File: src/rtl/fx3_chk_buf.sv
// Expected-word store for one loopback round: written in order, read in order at the read pointer.
`default_nettype none

module fx3_chk_buf #(
  parameter int unsigned DATA_WIDTH = 32,
  parameter int unsigned BURST_LEN  = 4,
  parameter int unsigned PTR_W      = 3
) (
  input  logic                  clk,
  input  logic                  rst,
  input  logic                  clear_i,
  input  logic                  wr_en_i,
  input  logic [DATA_WIDTH-1:0] wr_data_i,
  input  logic                  rd_adv_i,
  output logic [PTR_W-1:0]      wr_ptr_o,
  output logic [PTR_W-1:0]      rd_ptr_o,
  output logic [DATA_WIDTH-1:0] rd_word_o
);

  logic [DATA_WIDTH-1:0] mem_q [BURST_LEN];
  logic [PTR_W-1:0]      wr_ptr_q;
  logic [PTR_W-1:0]      rd_ptr_q;

  always_ff @(posedge clk or negedge rst) begin
    if (!rst) begin
      for (int i = 0; i < int'(BURST_LEN); i++) mem_q[i] <= '0;
      wr_ptr_q <= '0;
      rd_ptr_q <= '0;
    end else if (clear_i) begin
      for (int i = 0; i < int'(BURST_LEN); i++) mem_q[i] <= '0;
      wr_ptr_q <= '0;
      rd_ptr_q <= '0;
    end else begin
      for (int i = 0; i < int'(BURST_LEN); i++) begin
        if (wr_en_i && (wr_ptr_q == PTR_W'(i))) mem_q[i] <= wr_data_i;
      end
      if (wr_en_i)  wr_ptr_q <= wr_ptr_q + PTR_W'(1);
      if (rd_adv_i) rd_ptr_q <= rd_ptr_q + PTR_W'(1);
    end
  end

  // The read pointer may sit one past the last entry; that slot reads as zero.
  always_comb begin
    rd_word_o = '0;
    for (int i = 0; i < int'(BURST_LEN); i++) begin
      if (rd_ptr_q == PTR_W'(i)) rd_word_o = mem_q[i];
    end
  end

  assign wr_ptr_o = wr_ptr_q;
  assign rd_ptr_o = rd_ptr_q;

endmodule

`default_nettype wire

File: config.mk
export PLATFORM = sky130hd
export DESIGN_NAME = fx3_chk_buf
export DESIGN_NICKNAME = d
export VERILOG_FILES = /design/src/rtl/fx3_chk_buf.sv
export SDC_FILE = /design/constraint.sdc
export NUM_CORES = 1
export LEC_CHECK = 0
export ABC_CLOCK_PERIOD_IN_PS = 1990
export BUFFER_PORTS_ARGS = -buffer_cell sky130_fd_sc_hd__buf_2
export CORE_ASPECT_RATIO = 2
export CORE_MARGIN = 2
export CORE_UTILIZATION = 52
export CTS_CLUSTER_DIAMETER = 200
export DETAILED_ROUTE_END_ITERATION = 8
export PLACE_DENSITY_LB_ADDON = 0.12
export SYNTH_ARGS = -nofsm -noshare
export SYNTH_HDL_FRONTEND = slang
export SYNTH_SLANG_ARGS = --single-unit
File: constraint.sdc
create_clock -name clk -period 1.99 [get_ports clk]
set_input_delay 0.2985 -clock clk [delete_from_list [all_inputs] [get_ports clk]]
set_output_delay 0.2985 -clock clk [all_outputs]
set_load 0.1 [all_outputs]
==> reports/results.ini <==
[worst_setup_path]
setup.worst_path.end=rd_word_o[15]
crit_start=rd_ptr_o[1]
path_cells=ha_4 -> buf_12 -> buf_12 -> a21oi_1 -> o21ai_2 -> a32o_4 -> buf_12
cp.depth=7
rr_worst_depth=5
setup.worst_path.end_class=output port
critPathArrivalTime_ns=2.18
critical_path_peak_fanout=15
r2r_start=wr_ptr_o[0]
cp_slowest_cell=dfrtp_4
critical-path-max-stage-delay_ns=0.53
r2r_end=mem_q[16]
timing_worst_setup_path_type=reg -> out
worstSetupStartpointType=register
r2r_slack_ns=0.23
cp.required_ns=1.69
cpMostUsedCell=buf_12
critPathBufInv=3
cp_top_family=compound AO/OA/AOI/OAI gates

[route]
drt_pass1_iterations=5
wirelength_um=20900
wire_per_inst_um=20.3
remaining_drc_errors=0
vias=6049
ant_nets=0
drt_iter0_markers=523
vias_per_cell=5.90

[grt]
grt_pass1_wl_um=32000
overflow=0
grtUsageTotal_pct=29.0
antenna_found_initial=1
grt_max_degree=81
first_global_vias=6265

[pwr]
power.total_mw=8.71
p_leak_nw=3.83
ir_worst_vdd_uv=730
power_density_nw_per_um2=943

[synth]
yosys_warnings=0
ys_ff_latch=134
yosysSeqAreaShare_pct=49.3
netlist_area_um2=6810
yosys.area.top_type=dfrtp_1
syn_avg_cell_area_um2=8.72
synth_area_leaders=dfrtp_1, nand2_1, a21oi_1
synth_fp_nets=828
ys_types=22
synth_top_area_share_pct=49.3
synth_cells=781

[timing]
fin_crit_sh_pct=125
maxSlewViolCount=0
slew_headroom_pct=62.6
hold_violations=0
setup_violations=32
worstMarginPinSlew_ns=0.561
clock-skew-final_ns=0.00875
period_minus_slack_ns=2.48
timing.final.ws_setup_ns=-0.490
max_clock_freq_mhz=403
rsz0062_at_grt=true

[die]
core-area_um2=12900
start_util_pct=52.7
die_w_um=84.9
io_pins=75
die_area_um2=14100
placementRows=59
die_y_um=166

[finish]
layout_common_cells=nand2_1, dfrtp_1, a21oi_1
drive_gt1_share_pct=27.9
syn_to_final_growth_pct=35.7
final_common_cell=nand2_1
post-route-util_pct=71.5
final_nets=907
nFillCells=924

[placed_design]
io_buffers=74
gp_congestion=0.836
place_hpwl_um=12700

[clocking]
numCtsBuffers=17
cts_tree=built
root_buffer=clkbuf_16
clock-sinks=134
clock_path_buffers=2
htreeDepth=4
clk_latency_ns=0.41
cts.reportedPaths.clkPinSlew_ns=0.06

[outcome]
violations=setup timing
status=finished with violations

[run]
cap_violations=0

[hold_path]
hp-class=in -> reg

-- layout make-up --
cell class                      instances  area, µm²  share of cell area (%)
Timing Repair Buffer                  127       1530                    16.6
Antenna cell                            1       2.50                  0.0271
Clock inverter                          8        121                    1.31
Tap cell                              152        190                    2.06
Inverter                                6       27.5                   0.298
Multi-Input combinational cell        574       3520                    38.1
Sequential cell                       134       3370                    36.4
Clock buffer                           24        482                    5.21
-- per-stage QoR --
| stage | cells | cell area [µm²] | hold WS [ns] | worst slack (ns) | setup TNS [ns] |
|---|---|---|---|---|---|
| 2_1_floorplan | 781 | 7250 | 0.00291 | -0.195 | -6.19 |
| 3_3_place_gp | 985 | 8320 | 0.296 | -0.0665 | -0.931 |
| 3_5_place_dp | 985 | 8320 | 0.303 | -0.101 | -1.93 |
| 4_1_cts | 1020 | 9040 | 0.127 | -0.461 | -13.87 |
| 5_1_grt | 1025 | 9240 | 0.157 | -0.516 | -15.36 |
| 6_report | 1026 | 9240 | 0.133 | -0.490 | -14.07 |
-- cell usage after synthesis, drive strengths merged --
cell         instances
nand2              256
dfrtp              134
a21oi              129
nand2b              64
o21ai               64
buf                 47
a32o                32
clkbuf              18
ha                  10
nor2                 7
inv                  6
and3b                3
nand3b               3
a211oi               2
dlygate4sd1          2
mux2i                2
xnor2                2
-- per-layer routing --
| metal | vias to the layer above | global-route usage [%] | wire length [µm] |
|---|---|---|---|
| li1 | 2768 | - | - |
| met1 | 2991 | 33.2 | 7460 |
| met2 | 233 | 52.3 | 11600 |
| met3 | 57 | 5.02 | 915 |
| met4 | 0 | 12.1 | 848 |
| met5 | - | 0 | 0 |
-- flip-flops by register name (all words and copies together) (netlist names) --
name      cells
rd_ptr_o      3
wr_ptr_o      3
mem_q       128
-- how the worst min path moves through the flow --
stage	start	end	slack (ns)	cells past startpoint
2_1_floorplan	rst	mem_q[0]	0.003	0
3_3_place_gp	rst	mem_q[61]	0.30	1
3_5_place_dp	rst	mem_q[62]	0.30	1
4_1_cts	rd_adv_i	rd_ptr_o[2]	0.13	2
5_1_grt	wr_data_i[9]	mem_q[105]	0.16	3
6_report	rd_adv_i	rd_ptr_o[2]	0.13	2
-- timing repair --
action                     4_1_cts  5_1_grt
hold endpoints to repair        50        0
pin swaps                        3        5
cloned                           1        4
gates resized for setup         43       29
hold buffers                     1        0
setup endpoints to repair       32       32
buffers inserted                 1        1
-- cells by family after synthesis --
| family | after synthesis | share of synthesized area [%] |
|---|---|---|
| buffers and inverters | 73 | 6.82 |
| AOI/OAI and AO/OA | 227 | 20.4 |
| xor gates and xnor gates | 2 | 0.257 |
| and+or+nand+nor | 333 | 21.1 |
| adders and majority gates | 10 | 1.84 |
| DFF | 134 | 49.3 |
| muxes | 2 | 0.294 |
-- power by group --
group | total, mW | internal, mW | switching (mW)
combinational | 2.49 | 0.932 | 1.56
sequential | 2.99 | 2.88 | 0.110
clock | 3.23 | 2.07 | 1.16
total | 8.71 | 5.88 | 2.83
Power figures use the tool's default switching activity.
